**src/rtl/ram_arbiter_pkg.sv**
```systemverilog
// Shared types and constants for the ram_arbiter block.
package ram_arb_pkg;

    // Controller states: INIT runs once after reset, RUN serves requests.
    typedef enum logic [0:0] {
        INIT = 1'b0,
        RUN  = 1'b1
    } state_e;

    localparam int unsigned D_WIDTH_DEF = 16;
    localparam int unsigned A_WIDTH_DEF = 5;
    localparam int unsigned N_REQ_DEF   = 4;

    // Width of the round-robin pointer for n requesters.
    function automatic int unsigned ptr_width(input int unsigned n);
        return (n < 2) ? 1 : $clog2(n);
    endfunction

endpackage

```
**src/rtl/ram_arbiter_if.sv**
```systemverilog
// Requester channels plus RAM port wiring for ram_arbiter.
// master: the environment (requesters and the RAM); slave: the arbiter.
interface ram_arbiter_if
    import ram_arb_pkg::*;
#(
    parameter int unsigned D_WIDTH = D_WIDTH_DEF,
    parameter int unsigned A_WIDTH = A_WIDTH_DEF,
    parameter int unsigned N_REQ   = N_REQ_DEF
);
    logic [N_REQ-1:0]         req_valid;
    logic [N_REQ-1:0]         req_write;
    logic [N_REQ*A_WIDTH-1:0] req_addr;
    logic [N_REQ*D_WIDTH-1:0] req_wdata;
    logic [N_REQ-1:0]         req_ready;
    logic [N_REQ-1:0]         rsp_valid;
    logic [D_WIDTH-1:0]       rsp_data;
    logic                     init_done;
    logic [A_WIDTH-1:0]       ram_address_write;
    logic [D_WIDTH-1:0]       ram_data_write;
    logic                     ram_write_enable;
    logic [A_WIDTH-1:0]       ram_address_read;
    logic [D_WIDTH-1:0]       ram_data_read;

    modport master (
        output req_valid, req_write, req_addr, req_wdata, ram_data_read,
        input  req_ready, rsp_valid, rsp_data, init_done,
        input  ram_address_write, ram_data_write, ram_write_enable, ram_address_read
    );

    modport slave (
        input  req_valid, req_write, req_addr, req_wdata, ram_data_read,
        output req_ready, rsp_valid, rsp_data, init_done,
        output ram_address_write, ram_data_write, ram_write_enable, ram_address_read
    );

endinterface

```
**src/rtl/ram_arbiter_rr_arbiter.sv**
```systemverilog
// Combinational round-robin picker: first request at or after ptr wins.
module rr_arbiter
    import ram_arb_pkg::*;
#(
    parameter int unsigned N = N_REQ_DEF,
    localparam int unsigned PW = ptr_width(N)
) (
    input  logic [N-1:0]  req_i,
    input  logic [PW-1:0] ptr_i,
    output logic [N-1:0]  gnt_o,
    output logic [PW-1:0] ptr_nxt_o,
    output logic          any_o
);

    localparam int unsigned SW = PW + 1;

    logic [SW-1:0] pos;
    logic [PW-1:0] idx;

    // Scan from ptr with wrap-around; pointer moves one past the winner.
    always_comb begin
        gnt_o     = '0;
        ptr_nxt_o = ptr_i;
        any_o     = 1'b0;
        pos       = '0;
        idx       = '0;
        for (int unsigned k = 0; k < N; k++) begin
            pos = SW'(ptr_i) + SW'(k);
            if (pos >= SW'(N)) begin
                pos = pos - SW'(N);
            end
            idx = PW'(pos);
            if (!any_o && req_i[idx]) begin
                any_o      = 1'b1;
                gnt_o[idx] = 1'b1;
                ptr_nxt_o  = (idx == PW'(N - 1)) ? '0 : idx + PW'(1);
            end
        end
    end

endmodule

```
**src/rtl/ram_arbiter.sv**
```systemverilog
// Shares one simple dual-port RAM between N_REQ valid/ready requesters.
// Optional build macro RAM_ARB_INIT_EN: zero-fill the RAM in INIT before RUN.
module ram_arbiter
    import ram_arb_pkg::*;
#(
    parameter int unsigned D_WIDTH = D_WIDTH_DEF,
    parameter int unsigned A_WIDTH = A_WIDTH_DEF,
    parameter int unsigned N_REQ   = N_REQ_DEF
) (
    input  logic          clk,
    input  logic          rst,
    ram_arbiter_if.slave  bus
);

    localparam int unsigned PW = ptr_width(N_REQ);

    state_e             state_q, state_d;
    logic [PW-1:0]      ptr_q, ptr_d;
    logic [N_REQ-1:0]   rd_pend_q, rd_pend_d;
    logic [A_WIDTH-1:0] waddr_q, waddr_d;
    logic [D_WIDTH-1:0] wdata_q, wdata_d;
    logic [A_WIDTH-1:0] raddr_q, raddr_d;

    logic [N_REQ-1:0]   arb_gnt;
    logic [PW-1:0]      arb_ptr_nxt;
    logic               arb_any;

    logic               run_c;
    logic [N_REQ-1:0]   grant_c;
    logic               wr_go_c;
    logic               rd_go_c;
    logic [A_WIDTH-1:0] sel_addr_c;
    logic [D_WIDTH-1:0] sel_wdata_c;
    logic               init_wr_c;

`ifdef RAM_ARB_INIT_EN
    logic [A_WIDTH-1:0] cnt_q, cnt_d;
    logic               sweep_done_q, sweep_done_d;
`endif

    rr_arbiter #(.N(N_REQ)) u_rr_arbiter (
        .req_i     (bus.req_valid),
        .ptr_i     (ptr_q),
        .gnt_o     (arb_gnt),
        .ptr_nxt_o (arb_ptr_nxt),
        .any_o     (arb_any)
    );

    // State register.
    always_ff @(posedge clk) begin
        if (rst) begin
            state_q <= INIT;
        end else begin
            state_q <= state_d;
        end
    end

    // Next state: INIT leaves after one cycle, or after the sweep completes.
    always_comb begin
        state_d = state_q;
        case (state_q)
            INIT: begin
`ifdef RAM_ARB_INIT_EN
                if (sweep_done_q) begin
                    state_d = RUN;
                end
`else
                state_d = RUN;
`endif
            end
            RUN:     state_d = RUN;
            default: state_d = INIT;
        endcase
    end

    // Outputs and datapath next values; everything is gated off during rst.
    always_comb begin
        run_c       = (state_q == RUN) && !rst;
        grant_c     = run_c ? arb_gnt : '0;
        wr_go_c     = 1'b0;
        rd_go_c     = 1'b0;
        sel_addr_c  = '0;
        sel_wdata_c = '0;
        init_wr_c   = 1'b0;
        for (int unsigned i = 0; i < N_REQ; i++) begin
            if (grant_c[i]) begin
                sel_addr_c  = bus.req_addr[i*A_WIDTH +: A_WIDTH];
                sel_wdata_c = bus.req_wdata[i*D_WIDTH +: D_WIDTH];
                wr_go_c     = bus.req_write[i];
                rd_go_c     = !bus.req_write[i];
            end
        end

        ptr_d     = (run_c && arb_any) ? arb_ptr_nxt : ptr_q;
        rd_pend_d = grant_c & ~bus.req_write;
        waddr_d   = waddr_q;
        wdata_d   = wdata_q;
        raddr_d   = raddr_q;
        if (wr_go_c) begin
            waddr_d = sel_addr_c;
            wdata_d = sel_wdata_c;
        end
        if (rd_go_c) begin
            raddr_d = sel_addr_c;
        end

`ifdef RAM_ARB_INIT_EN
        cnt_d        = cnt_q;
        sweep_done_d = sweep_done_q;
        init_wr_c    = (state_q == INIT) && !rst && !sweep_done_q;
        if (init_wr_c) begin
            waddr_d = cnt_q;
            wdata_d = '0;
            cnt_d   = cnt_q + A_WIDTH'(1);
            if (cnt_q == '1) begin
                sweep_done_d = 1'b1;
            end
        end
`endif

        bus.req_ready         = grant_c;
        bus.ram_write_enable  = wr_go_c || init_wr_c;
        bus.ram_address_write = waddr_d;
        bus.ram_data_write    = wdata_d;
        bus.ram_address_read  = raddr_d;
        bus.rsp_valid         = rst ? '0 : rd_pend_q;
        bus.rsp_data          = bus.ram_data_read;
        bus.init_done         = run_c;
    end

    // Pointer, pending-read strobe and held RAM port values.
    always_ff @(posedge clk) begin
        if (rst) begin
            ptr_q     <= '0;
            rd_pend_q <= '0;
            waddr_q   <= '0;
            wdata_q   <= '0;
            raddr_q   <= '0;
        end else begin
            ptr_q     <= ptr_d;
            rd_pend_q <= rd_pend_d;
            waddr_q   <= waddr_d;
            wdata_q   <= wdata_d;
            raddr_q   <= raddr_d;
        end
    end

`ifdef RAM_ARB_INIT_EN
    // Sweep address counter and completion flag.
    always_ff @(posedge clk) begin
        if (rst) begin
            cnt_q        <= '0;
            sweep_done_q <= 1'b0;
        end else begin
            cnt_q        <= cnt_d;
            sweep_done_q <= sweep_done_d;
        end
    end
`endif

endmodule

```
**src/flat_wrapper.sv**
```systemverilog
// flat-port wrapper written by rule: the top's interface ports become plain ports
module ram_arbiter_flat import ram_arb_pkg::*;
#(
    parameter int unsigned D_WIDTH = D_WIDTH_DEF,
    parameter int unsigned A_WIDTH = A_WIDTH_DEF,
    parameter int unsigned N_REQ   = N_REQ_DEF
)
  (clk, rst, bus_req_valid, bus_req_write, bus_req_addr, bus_req_wdata, bus_ram_data_read, bus_req_ready, bus_rsp_valid, bus_rsp_data, bus_init_done, bus_ram_address_write, bus_ram_data_write, bus_ram_write_enable, bus_ram_address_read);
  ram_arbiter_if #(.D_WIDTH(D_WIDTH), .A_WIDTH(A_WIDTH), .N_REQ(N_REQ)) bus_i ();
  input  logic clk;
  input  logic rst;
  input wire logic [$bits(bus_i.req_valid)-1:0] bus_req_valid;
  input wire logic [$bits(bus_i.req_write)-1:0] bus_req_write;
  input wire logic [$bits(bus_i.req_addr)-1:0] bus_req_addr;
  input wire logic [$bits(bus_i.req_wdata)-1:0] bus_req_wdata;
  input wire logic [$bits(bus_i.ram_data_read)-1:0] bus_ram_data_read;
  output wire logic [$bits(bus_i.req_ready)-1:0] bus_req_ready;
  output wire logic [$bits(bus_i.rsp_valid)-1:0] bus_rsp_valid;
  output wire logic [$bits(bus_i.rsp_data)-1:0] bus_rsp_data;
  output wire logic [$bits(bus_i.init_done)-1:0] bus_init_done;
  output wire logic [$bits(bus_i.ram_address_write)-1:0] bus_ram_address_write;
  output wire logic [$bits(bus_i.ram_data_write)-1:0] bus_ram_data_write;
  output wire logic [$bits(bus_i.ram_write_enable)-1:0] bus_ram_write_enable;
  output wire logic [$bits(bus_i.ram_address_read)-1:0] bus_ram_address_read;
  assign bus_i.req_valid = bus_req_valid;
  assign bus_i.req_write = bus_req_write;
  assign bus_i.req_addr = bus_req_addr;
  assign bus_i.req_wdata = bus_req_wdata;
  assign bus_i.ram_data_read = bus_ram_data_read;
  assign bus_req_ready = bus_i.req_ready;
  assign bus_rsp_valid = bus_i.rsp_valid;
  assign bus_rsp_data = bus_i.rsp_data;
  assign bus_init_done = bus_i.init_done;
  assign bus_ram_address_write = bus_i.ram_address_write;
  assign bus_ram_data_write = bus_i.ram_data_write;
  assign bus_ram_write_enable = bus_i.ram_write_enable;
  assign bus_ram_address_read = bus_i.ram_address_read;
  ram_arbiter #(.D_WIDTH(D_WIDTH), .A_WIDTH(A_WIDTH), .N_REQ(N_REQ)) u_core (.clk(clk), .rst(rst), .bus(bus_i));
endmodule
```
**config.mk**
```make
export PLATFORM = sky130hd
export DESIGN_NAME = ram_arbiter_flat
export DESIGN_NICKNAME = d
export VERILOG_FILES = /design/src/rtl/ram_arbiter_pkg.sv /design/src/rtl/ram_arbiter_if.sv /design/src/rtl/ram_arbiter_rr_arbiter.sv /design/src/rtl/ram_arbiter.sv /design/src/flat_wrapper.sv
export SDC_FILE = /design/constraint.sdc
export NUM_CORES = 1
export LEC_CHECK = 0
export ABC_CLOCK_PERIOD_IN_PS = 5600
export BUFFER_PORTS_ARGS = -buffer_cell sky130_fd_sc_hd__buf_2
export CORE_UTILIZATION = 47
export DETAILED_ROUTE_END_ITERATION = 7
export GPL_ROUTABILITY_DRIVEN = 0
export GPL_TIMING_DRIVEN = 0
export PLACE_DENSITY_LB_ADDON = 0.12
export SLEW_MARGIN = 10
export SYNTH_ARGS = -nofsm -noshare
export SYNTH_HDL_FRONTEND = slang
export SYNTH_HIERARCHICAL = 1
export SYNTH_SLANG_ARGS = --single-unit
```
**constraint.sdc**
```tcl
create_clock -name clk -period 5.6 [get_ports clk]
set_input_delay 0.28 -clock clk [delete_from_list [all_inputs] [get_ports clk]]
set_output_delay 0.28 -clock clk [all_outputs]
set_load 0.005 [all_outputs]
```
# Word-level counts from Yosys, hierarchy flattened
# Index checks and enable logic that the tools add are counted.
op_classes:
  n_addsub: 11
  n_mul: 0
  n_div: 0
  order_cmp: 12
  n_eq_ne: 4
  n_shift: 0
  n_mux: 58
  bitwise: 5
  reduce_logical: 19
op_table:
  columns: ["cell", "count"]
  rows:
  - ["2-to-1 mux 16 bit", 5]
  - ["2-to-1 mux 5 bit", 6]
  - ["2-to-1 mux 2 bit", 12]
  - ["2-to-1 mux 4 bit", 6]
  - ["2-to-1 mux 1 bit", 21]
  - ["< comparator 2 x 3 -> 1 bit, second input constant", 4]
  - ["bitwise OR 4 bit", 3]
  - ["greater-or-equal comparator 3 bit, second input constant", 3]
  - ["logical AND 1 bit", 9]
  - ["adder 2 x 1 -> 2 bit, second input constant", 4]
  - ["binary-select mux 1 bit (select 2 bit)", 4]
  - ["demux 1 bit (select 2 bit)", 4]
  - ["equality test 2 bit, second input constant", 4]
  - ["greater-or-equal comparator 2 x 1 -> 1 bit, second input constant", 4]
  - ["zero test 1 bit", 8]
  - ["subtractor 2 x 1 -> 2 bit, second input constant", 4]
  - ["adder 2 x 2 -> 3 bit, second input constant", 2]
  - ["bitwise AND 4 bit", 1]
  - ["inverter 4 bit", 1]
  - ["nonzero test 4 bit", 1]
  - ["adder 2 x 1 -> 3 bit, second input constant", 1]
  - ["greater-or-equal comparator 2 x 3 -> 1 bit, second input constant", 1]
  - ["AND reduction 2 bit", 1]
word_totals:
  regBits: 33
  latchBits: 0
  mem_bits_rw: 0
  rom_bits: 0
  inputBits: 110
  output_inout_bits: 52
  word_cells: 115
  n_memories: 0

# Longest topological paths before layout
depth:
  ltp_word: 20
  mapped_depth: 16
  depth_no_buf: 12

# Modules after synthesis
# Netlist, hierarchy kept.
by_module_without_submodules:
  columns: ["mod", "n_inst", "cells_each", "area_per_inst_um2", "seq_area_each_um2"]
  rows:
  - ["ram_arbiter", 1, 260, 2093.3, 660.6]
  - ["rr_arbiter", 1, 54, 475.5, 0.0]

# Least setup slack after synthesis
# Ideal clock, no wire load.
synth_path:
  path_type: "reg2out"
  from: "register u_core.ptr_q[0]"
  to: "output port bus_ram_address_read[0]"
  arrival_ns: 3.245
  t_required_ns: 5.320
  setup_slack_ns: 2.075
  path_stages_with_launch: 12
  cell_sequence: "dfxtp_1 -> buf_6 -> inv_1 -> ha_1 -> mux4_1 -> nor2b_1 -> a22oi_1 -> o21ai_0 -> nor3b_1 -> o31ai_1 -> a21oi_2 -> mux2_2"
synth_via:
  elab_chain_len: 20
synth_rtl:
  columns: ["element", "line_no", "source"]
  rows:
  - ["start, declared", "ram_arbiter.sv:18", "logic [PW-1:0] ptr_q, ptr_d;"]
  - ["start signal, assigned", "ram_arbiter.sv:140", "ptr_q <= ptr_d;"]
  - ["branches (longest 13 deep; another with adder 2 x 1 -> 3 bit)", null, null]
  - ["2-to-1 mux 4 bit (*)", "ram_arbiter_rr_arbiter.sv:33", "if (!any_o && req_i[idx]) begin"]
  - ["net u_core.arb_gnt[0]", "ram_arbiter.sv:24", "logic [N_REQ-1:0] arb_gnt;"]
  - ["2-to-1 mux 4 bit (*)", "ram_arbiter.sv:79", "grant_c = run_c ? arb_gnt : '0;"]
  - ["2-to-1 mux 5 bit / 2-to-1 mux 1 bit (equally long branches) (4 in series)", "ram_arbiter.sv:86", "if (grant_c[i]) begin"]
  - ["2-to-1 mux 5 bit (*)", "ram_arbiter.sv:103", "if (rd_go_c) begin"]
  - ["end, declared", "flat_wrapper.sv:24", "output wire logic [$bits(bus_i.ram_address_read)-1:0] bus_ram_address_read;"]
# Mark *: on every way through the listed nets, which the timed path passes. The select of a mux whose other input is x is not followed.

# Final worst setup path
layout_path:
  from: "register u_core.ptr_q[0]"
  to: "output port bus_ram_data_write[13]"
layout_via:
  elab_chain_len: 20
layout_rtl:
  columns: ["element", "line_no", "source"]
  rows:
  - ["branches (longest 13 deep; another with adder 2 x 1 -> 3 bit)", null, null]
  - ["2-to-1 mux 4 bit (*)", "ram_arbiter_rr_arbiter.sv:33", null]
  - ["net u_core.arb_gnt[0]", "ram_arbiter.sv:24", null]
  - ["2-to-1 mux 4 bit (*)", "ram_arbiter.sv:79", null]
  - ["2-to-1 mux 16 bit / 2-to-1 mux 1 bit (equally long branches) (4 in series)", "ram_arbiter.sv:86", null]
  - ["2-to-1 mux 16 bit (*)", "ram_arbiter.sv:99", "if (wr_go_c) begin"]
  - ["end, declared", "flat_wrapper.sv:22", "output wire logic [$bits(bus_i.ram_data_write)-1:0] bus_ram_data_write;"]
# Marked as above.

==> qor.csv <==
stage;metric;value;unit
yosys;Post-Synth Adder-Cell Area;3.41;%
worst_setup_path;critical path, cell by cell;buf_6 > inv_1 > ha_1 > mux4_1 > nor2b_1 > a22oi_1 > o21ai_0 > buf_2 > buf_1 > nand3b_1 > a311o_1 > nand2_1 > buf_2;
pwr;Psw;0.598;mW
die;Die X-Extent;75.9;µm
yosys;syn_nets;431;
worst_setup_path;Crit path arrival time;4.46;ns
drt;Total Wirelength;7.68;mm
final_layout;# nets final;583;
clocking;CTS tree;built;
sta;Slew Viols, Final;0;
sta;WHS;0.200;ns
sta;total negative slack;0;ns
final_layout;Area growth syn-to-layout;34.5;%
yosys;Main synth FF type;dfxtp_1;
yosys;Syn Area/Cell;8.18;µm²
pwr;Comb pwr share;65.2;%
die;row count;26;
pwr;internal power;0.707;mW
yosys;Synth Register Bits;33;
yosys;combinational family with the most area after synthesis;compound AO/OA/AOI/OAI gates;
grt;antenna violations before repair;0;
worst_setup_path;CP Launch Type;flop;
worst_setup_path;Crit path buffers/inverters;5;
clocking;worst skew pair latency;0.27;ns
yosys;post-synthesis mux area share;9.40;%
yosys;Yosys cell types;43;
die;Core Area;5170;µm²
worst_setup_path;Setup CP Type;reg2out;
sta;Worst Max-Slew Pin Slew;0.978;ns
pwr;clock network power share;12.4;%
pwr;Sw Share;45.8;%
clocking;CTS Hold Bufs;0;
grt;largest net degree at the start of global routing;11;
placement;hpwl dp;5.94;mm
die;die area;5760;µm²
yosys;Post-synth ARST share;0;%
clocking;clock root buffer;clkbuf_8;
yosys;largest cells by area after synthesis;dfxtp_1 26%, nand2_1 8.8%, a311o_1 6.2%;
drt;Initial DRC Count;203;
grt;first-pass GRT wire length;12.4;mm
yosys;Syn Inst Count;314;
final_layout;ant diodes;0;
worst_setup_path;CP dominant cell by count;buf_2;
sta;fmax;0.211;GHz
die;IO Pins;162;
sta;final setup vio count;0;
clocking;H-tree depth;2;
worst_setup_path;critical path capture point type;output pin;
yosys;Post-Synth XOR/XNOR Area;0;%
pwr;maximum VDD drop;191;µV
worst_setup_path;peak fanout along the critical path;10;
sta;Final min period;4.74;ns
yosys;Cell Area, Synth;2570;µm²
sta;Final Cycle Share;84.7;%
sta;RSZ-0062 raised after global routing;false;
clocking;CTS Buf Count;5;
grt;Total GRT Usage;26.6;%
job;max_cap viols;0;
final_layout;most common cell after layout, fill and taps aside;buf_2;
placement;input/output buffers;145;
yosys;Compound-Gate Fraction of Synth Area;27.6;%
grt;vias in the first global route;2684;
yosys;Syn. warnings;6;
worst_setup_path;CP max stage cell;o21ai_0;
drt;Final ANT Viol Nets;0;
clocking;post-cts resize count;0;
worst_setup_path;slowest stage delay, CP;0.60;ns
clocking;TritonCTS Sinks;33;
grt;Overflow after GRT;0;
worst_setup_path;Worst EP required;5.32;ns
clocking;CTS clock-pin slew for the worst setup and hold paths;0.06;ns
drt;drt wl/cell;14.4;µm
sta;relative slew slack;33.9;%
drt;total number of vias;2932;
pwr;sequential share of power;22.4;%
sta;final hold viol count;0;
drt;drt first pass iters;4;
worst_hold_path;worst min path class;in2reg;
yosys;Yosys top cell by area;dfxtp_1;
final_layout;commonest non-fill, non-tap cells in the layout;151 x buf_2, 60 x nand2_1, 33 x dfxtp_1, 23 x a21oi_1, 21 x nand3b_1;
drt;DRC viols;0;
yosys;number of synthesized flops with an enable pin;0;
worst_setup_path;Largest delay share family, worst path;buffers and inverters;
pwr;power per cell area;378;nW/µm²
yosys;sequential element share of the synthesized area;25.7;%
yosys;simple-gate share of the synthesized area;23.4;%
die;DIE HEIGHT;75.9;µm
run_status;status;completed;
pwr;Leak Pwr;1.65;nW
yosys;Synth top area share;25.7;%
final_layout;layout cell share with drive strength beyond 1;41.9;%
clocking;postcts setup bufs;0;
drt;vias per cell;5.48;
die;initial core utilization;49.7;%
sta;clock skew;0.00213;ns
clocking;clock tree buffer depth;2;
==> worst register-to-register path, stage by stage, from the launching register on <==
cell      delay (ns)
dfxtp_1         0.52
buf_6           0.21
inv_1           0.10
ha_1            0.38
mux4_1          0.45
nor2b_1         0.34
a22oi_1         0.11
o21ai_0         0.60
buf_2           0.36
buf_1           0.45
nand3b_1        0.15
a311o_1         0.35
a21oi_1         0.12
==> final cells by class <==
type,instances,area (µm²)
Fill cell,459,1720
Multi-Input combinational cell,234,1640
Timing Repair Buffer,145,726
Sequential cell,33,661
Buffer,39,240
Tap cell,70,87.6
Clock buffer,5,68.8
Inverter,8,30.0
Clock inverter,1,5.00
==> power groups by stage <==
stage / Sequential, mW / Clock [mW] / Combinational, mW
finish: 0.292 / 0.162 / 0.851
global route: 0.296 / 0.178 / 0.932
CTS: 0.293 / 0.168 / 0.844
detailed placement: 0.298 / 0 / 0.842
global placement: 0.296 / 0 / 0.828
floorplan: 0.291 / 0 / 0.592
==> logic make-up (layout without fill, tap and decap cells) <==
kind of cell | count (synthesis) | in the layout
and+or+nand+nor | 114 | 114
AOI/OAI and AO/OA | 96 | 96
buffers and inverters | 47 | 198
DFF | 33 | 33
muxes | 17 | 17
adders and majority gates | 7 | 7
==> sequential cells by signal, summed over array words and instances (netlist names) <==
name	cells
u_core/ptr_q	2
u_core/raddr_q	5
u_core/rd_pend_q	4
u_core/state_q	1
u_core/waddr_q	5
u_core/wdata_q	16
==> path summary, 6_finish.rpt <==
check | from | endpoint | slack (ns) | cells after the start
max reg2reg | u_core/ptr_q[0] | u_core/wdata_q[13] | 1.40 | 12
max | u_core/ptr_q[0] | bus_ram_data_write[13] | 0.86 | 13
min | bus_req_write[2] | u_core/rd_pend_q[2] | 0.20 | 2
min reg2reg | u_core/wdata_q[2] | u_core/wdata_q[2] | 0.46 | 2
==> synth_stat cells (2+ instances only) <==
library cell / count
a311o_1: 16
nand3_1: 2
a21oi_1: 23
o21ai_0: 6
nand2b_1: 3
nand2_1: 60
mux4_1: 2
buf_6: 3
clkbuf_1: 10
nor2b_1: 8
inv_2: 2
mux2i_1: 2
nor2_1: 4
mux4_2: 2
buf_2: 6
o221ai_1: 16
o21ai_1: 2
mux2_2: 9
inv_1: 6
buf_1: 3
a22oi_1: 7
mux2_1: 2
o31ai_1: 3
nand3b_1: 21
o22ai_1: 5
dfxtp_1: 33
a31oi_1: 7
and2_1: 9
ha_1: 7
buf_4: 17
a32o_1: 6
==> through the flow <==
step | setup WS [ns] | area, µm² | utilization [%] | cells | power, mW
after floorplan | 2.08 | 2570 | - | 314 | 0.883
after global placement | 1.28 | 3380 | 65.4 | 529 | 1.12
after detailed placement | 1.24 | 3380 | 65.4 | 529 | 1.14
final | 0.856 | 3460 | 66.8 | 535 | 1.31
after CTS | 0.921 | 3460 | 66.8 | 535 | 1.30
after global routing | 0.543 | 3460 | 66.8 | 535 | 1.41
==> routing by layer <==
layer  share of wire, %  track usage, %
met1                 44            33.9
met2                 48            46.2
met3                7.4            4.94
met4               0.33            6.35
met5                  0               0
Power figures use the tool's default switching activity.
